## src/rtl/hpc2_rnd_feeder_pkg.sv

```systemverilog
//----------------------------------------------------------------------------
// Package : hpc2_rnd_feeder_pkg
// Purpose : Shared constants, state encoding and helper function for the
//           HPC2 fresh-randomness feeder and its unrolled LFSR.
//           - and_pini_nrnd(d): fresh random bits one HPC2 AND gadget of
//             order d consumes per evaluation (same formula as the gadgets).
//           - 128-bit Fibonacci LFSR tap positions (taps 128,126,101,99,
//             expressed as 0-based bit indices).
//           - 2-bit FSM state encoding.
// Revision: 1.0 - initial release
//----------------------------------------------------------------------------
`default_nettype none

package hpc2_rnd_feeder_pkg;

  localparam int LFSR_W     = 128;
  localparam int SEED_W     = 32;
  localparam int SEED_WORDS = LFSR_W / SEED_W;
  localparam int NRND_MAX   = 96;

  // Tap positions 128,126,101,99 (1-based) as 0-based indices.
  localparam int TAP_A = 127;
  localparam int TAP_B = 125;
  localparam int TAP_C = 100;
  localparam int TAP_D = 98;

  typedef enum logic [1:0] {
    ST_UNSEEDED = 2'd0,
    ST_SEEDING  = 2'd1,
    ST_WARMING  = 2'd2,
    ST_RUN      = 2'd3
  } state_e;

  function automatic int and_pini_nrnd(input int order);
    return (order * (order - 1)) / 2;
  endfunction

endpackage

`default_nettype wire

```

## src/rtl/hpc2_rnd_feeder_lfsr128_unroll.sv

```systemverilog
//----------------------------------------------------------------------------
// Module  : hpc2_rnd_feeder_lfsr128_unroll
// Purpose : Purely combinational N-step unrolled next-state function of the
//           128-bit Fibonacci LFSR. Each step shifts the state left by one
//           and inserts the feedback bit at bit 0, so after N steps the N
//           newest bits sit in state_out[N-1:0] (bit 0 newest).
// Ports   : state_in  [127:0]  current LFSR state
//           state_out [127:0]  state after N steps
//           bits_out  [N-1:0]  the N bits produced by those steps
// Revision: 1.0 - initial release
//----------------------------------------------------------------------------
`default_nettype none

module hpc2_rnd_feeder_lfsr128_unroll
  import hpc2_rnd_feeder_pkg::*;
#(
  parameter int N = 4
) (
  input  logic [LFSR_W-1:0] state_in,
  output logic [LFSR_W-1:0] state_out,
  output logic [N-1:0]      bits_out
);

  always_comb begin : p_unroll
    logic [LFSR_W-1:0] s;
    s = state_in;
    for (int i = 0; i < N; i++) begin
      s = {s[LFSR_W-2:0], s[TAP_A] ^ s[TAP_B] ^ s[TAP_C] ^ s[TAP_D]};
    end
    state_out = s;
    bits_out  = s[N-1:0];
  end

endmodule

`default_nettype wire

```

## src/rtl/hpc2_rnd_feeder.sv

```systemverilog
//----------------------------------------------------------------------------
// Module  : hpc2_rnd_feeder
// Purpose : Fresh-randomness source for NGADGETS HPC2 masked AND gadgets of
//           order d. A 128-bit seed is absorbed as four 32-bit words (least
//           significant word first), the LFSR is warmed up for WARMUP
//           cycles, and from then on every rnd_en cycle produces NRND new
//           bits on a registered output.
// Ports   : clk        in   1     clock, rising edge
//           rst_n      in   1     asynchronous active-low reset
//           seed_data  in   32    seed word
//           seed_valid in   1     seed word present
//           seed_ready out  1     seed word accepted when valid & ready
//           rnd_en     in   1     advance request (honoured only in RUN)
//           rnd        out  NRND  randomness, gadget g uses
//                                 [g*and_pini_nrnd(d) +: and_pini_nrnd(d)]
//           rnd_valid  out  1     rnd is seeded, warmed up and fresh
// Revision: 1.0 - initial release
//----------------------------------------------------------------------------
`default_nettype none

module hpc2_rnd_feeder
  import hpc2_rnd_feeder_pkg::*;
#(
  parameter  int d        = 2,
  parameter  int NGADGETS = 4,
  parameter  int WARMUP   = 8,
  localparam int NRND     = NGADGETS * and_pini_nrnd(d)
) (
  input  logic              clk,
  input  logic              rst_n,
  input  logic [SEED_W-1:0] seed_data,
  input  logic              seed_valid,
  output logic              seed_ready,
  input  logic              rnd_en,
  output logic [NRND-1:0]   rnd,
  output logic              rnd_valid
);

  //--------------------------------------------------------------------------
  // Elaboration-time parameter checks
  //--------------------------------------------------------------------------
  generate
    if (d < 2) begin : g_bad_order
      $error("hpc2_rnd_feeder: masking order d must be >= 2");
    end
    if (NGADGETS < 1) begin : g_bad_ngadgets
      $error("hpc2_rnd_feeder: NGADGETS must be >= 1");
    end
    if (WARMUP < 1) begin : g_bad_warmup
      $error("hpc2_rnd_feeder: WARMUP must be >= 1");
    end
    if (NRND > NRND_MAX) begin : g_bad_nrnd
      $error("hpc2_rnd_feeder: NRND exceeds 96 bits");
    end
  endgenerate

  localparam int WCNT_W = $clog2(SEED_WORDS);
  localparam int WARM_W = (WARMUP > 1) ? $clog2(WARMUP) : 1;

  localparam logic [WCNT_W-1:0] WORD_LAST = WCNT_W'(SEED_WORDS - 1);
  localparam logic [WARM_W-1:0] WARM_LAST = WARM_W'(WARMUP - 1);

  //--------------------------------------------------------------------------
  // State
  //--------------------------------------------------------------------------
  state_e              state_q,    state_d;
  logic [LFSR_W-1:0]   lfsr_q,     lfsr_d;
  logic [NRND-1:0]     rnd_q,      rnd_d;
  logic [WCNT_W-1:0]   word_cnt_q, word_cnt_d;
  logic [WARM_W-1:0]   warm_cnt_q, warm_cnt_d;

  logic [LFSR_W-1:0]   lfsr_adv;
  logic [NRND-1:0]     rnd_adv;
  logic [LFSR_W-1:0]   seed_shift;
  logic                seed_fire;

  hpc2_rnd_feeder_lfsr128_unroll #(
    .N (NRND)
  ) u_unroll (
    .state_in  (lfsr_q),
    .state_out (lfsr_adv),
    .bits_out  (rnd_adv)
  );

  // Each accepted word enters at the top, so after four words the first
  // (least significant) word has been pushed down to bits [31:0].
  assign seed_shift = {seed_data, lfsr_q[LFSR_W-1:SEED_W]};

  //--------------------------------------------------------------------------
  // State registers
  //--------------------------------------------------------------------------
  always_ff @(posedge clk or negedge rst_n) begin
    if (!rst_n) begin
      state_q    <= ST_UNSEEDED;
      lfsr_q     <= '0;
      rnd_q      <= '0;
      word_cnt_q <= '0;
      warm_cnt_q <= '0;
    end else begin
      state_q    <= state_d;
      lfsr_q     <= lfsr_d;
      rnd_q      <= rnd_d;
      word_cnt_q <= word_cnt_d;
      warm_cnt_q <= warm_cnt_d;
    end
  end

  //--------------------------------------------------------------------------
  // Next-state and output logic
  //--------------------------------------------------------------------------
  always_comb begin
    state_d    = state_q;
    lfsr_d     = lfsr_q;
    rnd_d      = rnd_q;
    word_cnt_d = word_cnt_q;
    warm_cnt_d = warm_cnt_q;
    seed_ready = (state_q != ST_WARMING);
    rnd_valid  = (state_q == ST_RUN);
    seed_fire  = seed_valid & seed_ready;

    case (state_q)
      ST_UNSEEDED: begin
        if (seed_fire) begin
          lfsr_d     = seed_shift;
          word_cnt_d = WCNT_W'(1);
          state_d    = ST_SEEDING;
        end
      end

      ST_SEEDING: begin
        // No timeout: a stalled seed source simply leaves us here.
        if (seed_fire) begin
          lfsr_d = seed_shift;
          if (word_cnt_q == WORD_LAST) begin
            word_cnt_d = '0;
            warm_cnt_d = '0;
            state_d    = ST_WARMING;
            // An all-zero state would lock the LFSR at zero forever.
            if (seed_shift == '0) begin
              lfsr_d[0] = 1'b1;
            end
          end else begin
            word_cnt_d = word_cnt_q + WCNT_W'(1);
          end
        end
      end

      ST_WARMING: begin
        // Advance every cycle; rnd tracks so RUN starts on the last value.
        lfsr_d = lfsr_adv;
        rnd_d  = rnd_adv;
        if (warm_cnt_q == WARM_LAST) begin
          warm_cnt_d = '0;
          state_d    = ST_RUN;
        end else begin
          warm_cnt_d = warm_cnt_q + WARM_W'(1);
        end
      end

      ST_RUN: begin
        // A reseed takes priority over an advance request in the same cycle;
        // rnd is held so the gadgets never see a recycled value.
        if (seed_fire) begin
          lfsr_d     = seed_shift;
          word_cnt_d = WCNT_W'(1);
          state_d    = ST_SEEDING;
        end else if (rnd_en) begin
          lfsr_d = lfsr_adv;
          rnd_d  = rnd_adv;
        end
      end

      default: begin
        state_d = ST_UNSEEDED;
      end
    endcase
  end

  assign rnd = rnd_q;

endmodule

`default_nettype wire

```

## config.mk

```make
export PLATFORM = sky130hd
export DESIGN_NAME = hpc2_rnd_feeder
export DESIGN_NICKNAME = d
export VERILOG_FILES = /design/src/rtl/hpc2_rnd_feeder_pkg.sv /design/src/rtl/hpc2_rnd_feeder_lfsr128_unroll.sv /design/src/rtl/hpc2_rnd_feeder.sv
export SDC_FILE = /design/constraint.sdc
export NUM_CORES = 1
export LEC_CHECK = 0
export BUFFER_PORTS_ARGS = -buffer_cell sky130_fd_sc_hd__buf_4
export CAP_MARGIN = 20
export CORE_ASPECT_RATIO = 0.7
export CORE_MARGIN = 1.5
export CORE_UTILIZATION = 58
export CTS_CLUSTER_DIAMETER = 120
export CTS_CLUSTER_SIZE = 8
export DETAILED_ROUTE_END_ITERATION = 16
export HOLD_SLACK_MARGIN = 0.15
export PLACE_DENSITY = 0.77
export SLEW_MARGIN = 15
export SYNTH_ARGS = -nofsm -noshare
export SYNTH_HDL_FRONTEND = slang
export SYNTH_SLANG_ARGS = --single-unit
```

## constraint.sdc

```tcl
create_clock -name clk -period 2.4 [get_ports clk]
set_clock_uncertainty 0.2 [all_clocks]
set_input_delay 0.36 -clock clk [delete_from_list [all_inputs] [get_ports clk]]
set_output_delay 0.36 -clock clk [all_outputs]
set_load 0.03 [all_outputs]
```

==> results.json, run 1 <==
{
  "status": "finished clean",
  "final_net_count": 794,
  "final_cell_mix": "nor2_1 (196), dfrtp_1 (139), a221oi_1 (94)",
  "clk_pin_slew_ps": 60,
  "die_w_um": 131,
  "grt_pass1_vias": 5974,
  "rr_worst_depth": 7,
  "power_density_nw_per_um2": 1770,
  "final_max_slew_viol_count": 0,
  "globalRouteOverflowTotal": 0,
  "grt_usage_pct": 33.5,
  "fmax_mhz": 430,
  "wl_per_cell_um": 21.2,
  "worst_slew_pin_slew_ps": 635,
  "start_util_pct": 60.0,
  "ir_drop_v": 0.00108,
  "yosysSeqAreaShare_pct": 52.1,
  "ant_nets": 0,
  "rsz0062_at_grt": "true",
  "total_leakage_power_nw": 3.42,
  "arrival_ps": 2410,
  "crit_type": "reg -> reg",
  "critPathRequiredTime_ps": 2490,
  "end_kind": "flop",
  "min_path_type": "in -> reg",
  "p_total_w": 0.0143,
  "cts_setup_buffers": 0,
  "ys_warn_count": 0,
  "via_per_inst": 6.60,
  "rows": 32,
  "drc_errors": 0,
  "cts_tree": "built",
  "use_met1_pct": 47.2,
  "place_area_um2": 7090,
  "final_common_cell": "nor2_1",
  "min_period_over_period_pct": 97.0,
  "grt.met3_usage_pct": 8.26,
  "ys_ff_latch": 139,
  "die-area_um2": 12200,
  "finalWirelength_um": 19400,
  "rrSetupSlack_ps": 70,
  "dr.pass1.iters": 6,
  "grt_use_met2_pct": 51.3,
  "maxCapViolCount": 0,
  "die_h_um": 92.8,
  "hold_viol": 0,
  "dr_total_vias": 6043,
  "clock_latency_ps": 420,
  "setup-violations-final": 0,
  "fin_util_pct": 72.5,
  "core_um2": 11100,
  "max_slew_margin_pct": 57.3,
  "clockBufferDepth": 2,
  "diodes": 0,
  "place_hpwl_um": 12500,
  "synth.cell_area_um2": 6680,
  "critPathLaunchType": "flop",
  "period_needed_ps": 2330,
  "regToRegEndpoint": "lfsr_q[32]",
  "pin_count": 42,
  "drive_gt1_share_pct": 13.4,
  "clock_sinks": 139,
  "place_congestion": 0.914,
  "syn_area_per_cell_um2": 9.63,
  "finalInstanceArea_um2": 8070,
  "antenna_found_initial": 0,
  "dr.first_iter.drc_count": 843,
  "cts.htree.levels": 4,
  "startpoint": "state_q[0]",
  "grt_max_degree": 82,
  "port_buffers": 41,
  "syn_to_final_growth_pct": 20.7,
  "clock-root-buffer": "clkbuf_16",
  "cts_buffers": 17,
  "syn_nets": 739,
  "yosys.cell_types.count": 32,
  "grt_pass1_wl_um": 31700,
  "synthCells": 694,
  "timing.rr.start": "state_q[0]",
  "grt_busiest_layer": "met2",
  "crit_path_end": "lfsr_q[32]",
  "critPathMaxFanout": 57
}
-- flip-flops by register name (all words and copies together) (netlist names) --
signal      count
warm_cnt_q      3
state_q         2
rnd             4
word_cnt_q      2
lfsr_q        128
-- per-layer routing --
metal	part of all wire, %	wire [µm]
met1	43	8240
met2	45	8720
met3	9.8	1900
met4	2.7	517
met5	0	0
-- per-stage QoR --
| stage | setup slack (ps) | hold WS [ps] | instances | setup TNS [ps] |
|---|---|---|---|---|
| final | 72.2 | 166 | 915 | 0 |
| after global routing | -14.9 | 224 | 915 | -60.4 |
| after detailed placement | 143 | 154 | 850 | 0 |
| after global placement | 133 | 149 | 850 | 0 |
| after CTS | 119 | 152 | 915 | 0 |
| after floorplan | 279 | -136 | 694 | 0 |
-- cells in the mapped netlist --
cell / n / share of area [%]
nand2b_1: 3 / 0.28
clkbuf_1: 13 / 0.73
nor2b_4: 1 / 0.21
a21o_1: 2 / 0.22
xor2_1: 3 / 0.39
o2111ai_1: 1 / 0.13
mux2_2: 2 / 0.34
a22oi_1: 31 / 3.5
buf_6: 11 / 1.9
nor3_1: 2 / 0.15
dfrtp_1: 139 / 52
nor2_1: 196 / 11
a21oi_2: 1 / 0.13
buf_4: 7 / 0.79
o21ai_0: 38 / 2.8
inv_1: 6 / 0.34
nand4_1: 6 / 0.56
xnor2_1: 7 / 0.92
nor2_2: 2 / 0.19
a21oi_1: 6 / 0.45
nor4_1: 33 / 3.1
nand3_1: 5 / 0.37
o2bb2ai_1: 1 / 0.13
a22o_1: 2 / 0.26
a211o_1: 1 / 0.13
nor2b_1: 2 / 0.19
ha_1: 9 / 1.7
a221oi_1: 96 / 13
buf_2: 26 / 1.9
nand2_1: 38 / 2.1
o22ai_1: 3 / 0.28
a211oi_1: 1 / 0.11
-- worst max-delay path, cell delays in order, from the launching register on --
cell,delay (ps)
dfrtp_1,420
inv_1,120
ha_1,230
nor2b_4,90
a211o_4,440
buf_12,220
a221oi_1,360
a21oi_1,70
-- kinds of logic after synthesis --
family | synth area share (%)
multiplexers | 0.337
AO/OA/AOI/OAI | 20.8
buffers and inverters | 5.66
adder cells (fa/ha/maj) | 1.69
AND/OR/NAND/NOR | 18.2
XOR/XNOR | 1.31
flip-flops | 52.1
-- worst min path at each step --
stage	start	endpoint	slack [ps]	cells past startpoint
2_1_floorplan	rst_n	lfsr_q[0]	-140	0
3_5_place_dp	rst_n	lfsr_q[3]	150	1
4_1_cts	seed_valid	warm_cnt_q[0]	150	4
3_3_place_gp	rst_n	lfsr_q[3]	150	1
5_1_grt	seed_valid	warm_cnt_q[1]	220	4
6_report	seed_valid	warm_cnt_q[0]	170	4
-- where the power goes --
group | internal, W | leakage [nW] | switching (W)
logic | 0.00253 | 1.44 | 0.00382
registers | 0.00361 | 1.68 | 0.00157
clock network | 0.00174 | 0.303 | 0.00103
total | 0.00788 | 3.42 | 0.00642
-- what timing repair did --
item,in CTS,in global routing
endpoints found under the hold margin,121,0
hold buffers,33,0
gates resized for setup,0,3
setup endpoints to repair,0,7
-- cell type report --
cell class	instances	area, µm²
multi-input cells	492	2860
inverters	6	22.5
repair buffers	93	888
well taps	153	191
flip-flops and latches	139	3480
clock buffers	17	425
fillers	794	3070
clock inverters	15	199
Power figures use the tool's default switching activity.
==> run 2, diff against run 1 <==
--- a/config.mk
+++ b/config.mk
@@ -9,12 +9,12 @@
 export CAP_MARGIN = 20
 export CORE_ASPECT_RATIO = 0.7
 export CORE_MARGIN = 1.5
-export CORE_UTILIZATION = 58
+export CORE_UTILIZATION = 65
 export CTS_CLUSTER_DIAMETER = 120
 export CTS_CLUSTER_SIZE = 8
 export DETAILED_ROUTE_END_ITERATION = 16
 export HOLD_SLACK_MARGIN = 0.15
-export PLACE_DENSITY = 0.77
+export PLACE_DENSITY = 0.85
 export SLEW_MARGIN = 15
 export SYNTH_ARGS = -nofsm -noshare
 export SYNTH_HDL_FRONTEND = slang
==> constraint.sdc (replaced) <==
create_clock -name clk -period 2.7 [get_ports clk]
set_clock_uncertainty 0.2 [all_clocks]
set_input_delay 0.405 -clock clk [delete_from_list [all_inputs] [get_ports clk]]
set_output_delay 0.405 -clock clk [all_outputs]
set_load 0.03 [all_outputs]
==> run 2 against run 1 <==
Register-to-register slack got worse by 40 ps. Sequential power down 10%. Combinational power fell by 8.0%. Design area about the same. Hold slack better by 66 ps. Worst setup slack worse by 38 ps. Critical endpoint is now lfsr_q[119]. Via count is 7.5% higher. Count of clock-buffer cells in the layout up 4.
==> results.json, run 2 (synthesized netlist as in run 1, its figures left out) <==
{
  "status": "finished clean",
  "hold_viol": 0,
  "power_density_nw_per_um2": 1640,
  "fin_util_pct": 82.0,
  "dr_total_vias": 6497,
  "globalRouteOverflowTotal": 0,
  "max_slew_margin_pct": 51.8,
  "fmax_mhz": 375,
  "post_cts_resized": 0,
  "port_buffers": 41,
  "cts_setup_buffers": 0,
  "final_common_cell": "nor2_1",
  "final_net_count": 792,
  "rows": 30,
  "clk_pin_slew_ps": 60,
  "cts_buffers": 17,
  "start_util_pct": 67.9,
  "final_max_slew_viol_count": 0,
  "syn_to_final_growth_pct": 20.7,
  "crit_type": "reg -> reg",
  "timing.final.ws_setup_ps": 34.3,
  "critPathRequiredTime_ps": 2790,
  "finalWirelength_um": 21300,
  "p_total_w": 0.0132,
  "rsz0062_at_grt": "false",
  "cts_hold_buf": 33,
  "antenna_found_initial": 0,
  "finalInstanceArea_um2": 8060,
  "total_leakage_power_nw": 3.43,
  "dr.pass1.iters": 7,
  "min_path_type": "in -> reg",
  "setup-violations-final": 0,
  "maxCapViolCount": 0,
  "ant_nets": 0,
  "nFillCells": 506,
  "arrival_ps": 2750,
  "min_period_over_period_pct": 98.7,
  "grt_pass1_vias": 6189,
  "place_hpwl_um": 12100,
  "wl_per_cell_um": 24.0,
  "worst_slew_pin_slew_ps": 723,
  "place_congestion": 0.908,
  "die_h_um": 87.8,
  "dr.first_iter.drc_count": 1099,
  "drc_errors": 0,
  "diodes": 0,
  "drive_gt1_share_pct": 12.8,
  "post-place-ws_ps": 314,
  "grt_max_degree": 127,
  "critPathLaunchType": "flop",
  "die_w_um": 124,
  "critPathMaxFanout": 28,
  "grt_pass1_wl_um": 33800,
  "die-area_um2": 10900,
  "clock_latency_ps": 430,
  "largest_reg_flops": 128,
  "clock_sinks": 139,
  "clockBufferDepth": 2,
  "top_register": "lfsr_q",
  "core_um2": 9830,
  "setup_tns_ps": 0,
  "period_needed_ps": 2670,
  "ir_drop_v": 0.00138,
  "pin_count": 42,
  "cts.htree.levels": 4,
  "final_cell_mix": "nor2_1 (196), dfrtp_1 (139), a221oi_1 (96)",
  "clock-root-buffer": "clkbuf_16",
  "end_kind": "flop",
  "via_per_inst": 7.32,
  "place_area_um2": 7050,
  "grt_usage_pct": 41.9,
  "cts_tree": "built"
}
-- run 2: final timing paths --
| path | endpoint | start | slack (ps) | cells after the start |
|---|---|---|---|---|
| worst max-delay path | lfsr_q[119] | state_q[0] | 30 | 7 |
| worst min-delay path | warm_cnt_q[0] | seed_valid | 230 | 4 |
| worst max register to register | lfsr_q[119] | state_q[0] | 30 | 7 |
| worst min register to register | lfsr_q[10] | lfsr_q[10] | 280 | 2 |
| max in group asynchronous | lfsr_q[52] | rst_n | 1250 | 3 |
| min in group asynchronous | rnd[1] | rst_n | 380 | 2 |
-- run 2: metal layers --
metal  routed length (µm)  global-route usage [%]  share of wire [%]  vias up
met3                 2970                    14.3                 14      145
met5                    0                       0                  0        -
met4                 1170                    21.1                5.5        0
met1                 7860                    55.7                 37     3065
met2                 9320                    62.0                 44      616
li1                     -                       -                  -     2671
-- run 2: cell type report --
type | count | area [µm²] | area share (%)
multi-input cells | 492 | 2850 | 35.3
clock buffers | 21 | 470 | 5.83
well taps | 128 | 160 | 1.99
clock inverters | 11 | 214 | 2.65
repair buffers | 91 | 870 | 10.8
flip-flops and latches | 139 | 3480 | 43.1
inverters | 6 | 22.5 | 0.279
-- run 2: per-stage QoR --
step,hold WS [ps],std cells
floorplan,-90.6,694
global placement,263,823
detailed placement,271,823
CTS,207,888
global route,243,888
finish,233,888
-- run 2: power breakdown --
| part | internal, W | total [W] | switching (W) |
|---|---|---|---|
| clock network | 0.00180 | 0.00270 | 0.000895 |
| logic | 0.00222 | 0.00584 | 0.00362 |
| registers | 0.00321 | 0.00466 | 0.00145 |
| total | 0.00723 | 0.0132 | 0.00597 |
-- run 2: worst max-delay path: stages, from the launching register on --
cell and delay, ps:
dfrtp_1 430, inv_1 160, ha_1 420, nor2b_4 130, a211o_4 380, buf_4 240
a221oi_1 430, nor2_1 130
==> run 3, diff against run 2 <==
==> constraint.sdc (replaced) <==
create_clock -name clk -period 3.45 [get_ports clk]
set_clock_uncertainty 0.2 [all_clocks]
set_input_delay 0.5175 -clock clk [delete_from_list [all_inputs] [get_ports clk]]
set_output_delay 0.5175 -clock clk [all_outputs]
set_load 0.03 [all_outputs]
==> run 3 against run 2 <==
Sequential share of layout area increased by 2.2 points. Combinational power decreased by 26%. Via count decreased by 9.2%. Hold slack got worse by 65 ps. Critical path depth unchanged. Critical endpoint is now lfsr_q[32].
==> results.json, run 3 (synthesized netlist as in run 1, its figures left out) <==
{
  "final_common_cell": "nor2_1",
  "hold_viol": 0,
  "fin_util_pct": 77.9,
  "holdWs_ps": 168,
  "crit_type": "reg -> reg",
  "final_cell_mix": "nor2_1 (196), dfrtp_1 (139), a221oi_1 (96)",
  "wl_per_cell_um": 21.6,
  "startpoint": "state_q[0]",
  "drc_errors": 0,
  "seqPwrFrac_pct": 36.2,
  "rsz0062_at_grt": "false",
  "die_w_um": 124,
  "worst_slew_pin_slew_ps": 713,
  "worstPathCellList": "inv_1 > ha_1 > nor2b_4 > a211o_4 > buf_4 > a221oi_1 > a21oi_1",
  "dr.first_iter.drc_count": 888,
  "crit_slowest_cell": "a211o_4",
  "power_density_nw_per_um2": 1290,
  "critPathMaxFanout": 61,
  "pin_count": 42,
  "post_cts_resized": 0,
  "rows": 30,
  "power.switching_w": 0.00440,
  "ant_nets": 0,
  "drive_gt1_share_pct": 12.5,
  "dr_total_vias": 5898,
  "crit_path_end": "lfsr_q[32]",
  "via_per_inst": 6.94,
  "rr_worst_depth": 7,
  "dp_cells": 817,
  "grt_usage_pct": 36.2,
  "clock_sinks": 139,
  "period_needed_ps": 2710,
  "maxCapViolCount": 0,
  "top_register": "lfsr_q",
  "pwr-share-comb_pct": 43.6,
  "syn_to_final_growth_pct": 14.7,
  "dr.pass1.iters": 5,
  "cts_setup_buffers": 0,
  "critPathLaunchType": "flop",
  "clock_latency_ps": 420,
  "p_int_w": 0.00551,
  "min_period_over_period_pct": 78.6,
  "clock-root-buffer": "clkbuf_16",
  "nFillCells": 645,
  "die_h_um": 87.8,
  "final_net_count": 754,
  "port_buffers": 41,
  "core_um2": 9830,
  "critPathRequiredTime_ps": 3540,
  "antenna_found_initial": 0,
  "timing.rr.start": "state_q[0]",
  "ir_drop_v": 0.000925,
  "finalInstanceArea_um2": 7660,
  "setup_tns_ps": 0,
  "place_hpwl_um": 11800,
  "arrival_ps": 2800,
  "grt_pass1_wl_um": 29500,
  "critPathMaxStageDelay_ps": 600,
  "diodes": 0,
  "fin_cells": 850,
  "start_util_pct": 67.9,
  "cts_buffers": 17,
  "multi_input_area_um2": 2850,
  "final_max_slew_viol_count": 0,
  "cts.htree.levels": 4,
  "clockBufferDepth": 2,
  "total_leakage_power_nw": 3.25,
  "place_congestion": 0.927,
  "finalWirelength_um": 18400,
  "end_kind": "flop",
  "place_area_um2": 7000,
  "status": "finished clean",
  "rrSetupSlack_ps": 740,
  "regArea_um2": 3480,
  "grt_pass1_vias": 5419,
  "cts_tree": "built",
  "largest_reg_flops": 128,
  "max_slew_margin_pct": 52.0,
  "die-area_um2": 10900,
  "clk_pin_slew_ps": 60,
  "fmax_mhz": 369,
  "min_path_type": "in -> reg",
  "globalRouteOverflowTotal": 0,
  "p_clk_share_pct": 20.2,
  "regToRegEndpoint": "lfsr_q[32]",
  "grt_max_degree": 127,
  "netSwitchingFraction_pct": 44.4,
  "setup-violations-final": 0
}
==> run 3: how the worst min path moves through the flow <==
stage                   to  slack [ps]  cells after the start          start
6_report       lfsr_q[121]         170                      3  seed_data[25]
3_3_place_gp     lfsr_q[9]         270                      2      lfsr_q[9]
3_5_place_dp     lfsr_q[6]         270                      2      lfsr_q[6]
2_1_floorplan    lfsr_q[0]          20                      0          rst_n
4_1_cts        lfsr_q[121]         160                      3  seed_data[25]
5_1_grt        lfsr_q[110]         160                      3  seed_data[14]
==> run 3: what timing repair did <==
item,CTS,global route
hold buffers,1,0
endpoints found under the hold margin,53,0
setup endpoints to repair,0,0
==> run 3: power by group through the flow <==
stage | logic, W | clock network (W) | registers (W)
floorplan | 0.00340 | 0 | 0.00315
global placement | 0.00401 | 0 | 0.00349
detailed placement | 0.00419 | 0 | 0.00353
CTS | 0.00426 | 0.00201 | 0.00352
global route | 0.00477 | 0.00209 | 0.00366
finish | 0.00432 | 0.00201 | 0.00359
==> run 3: area by class of cell <==
class,instances,area share (%)
Timing Repair Buffer,53,6.58
Sequential cell,139,45.4
Inverter,6,0.294
Clock buffer,21,6.01
Multi-Input combinational cell,492,37.2
Tap cell,128,2.09
Clock inverter,11,2.50
==> run 3: critical path: cells and delay by family (launching register included) <==
kind	cells	cell delay, ps
AO/OA/AOI/OAI	3	970
buffers and inverters	2	450
flip-flops	1	430
adder cells (fa/ha/maj)	1	380
AND/OR/NAND/NOR	1	120
==> run 3: stage by stage <==
stage / power (W) / setup WS, ps
final: 0.00991 / 738
after global placement: 0.00750 / 927
after global routing: 0.0105 / 577
after floorplan: 0.00656 / 1330
after CTS: 0.00979 / 785
after detailed placement: 0.00772 / 817
==> run 3: layer usage <==
layer	vias to the layer above	track usage, %	wire length [µm]
met1	2861	52.7	7580
met5	-	0	0
met4	0	13.0	412
met2	400	51.7	8210
li1	2597	-	-
met3	40	11.1	2200
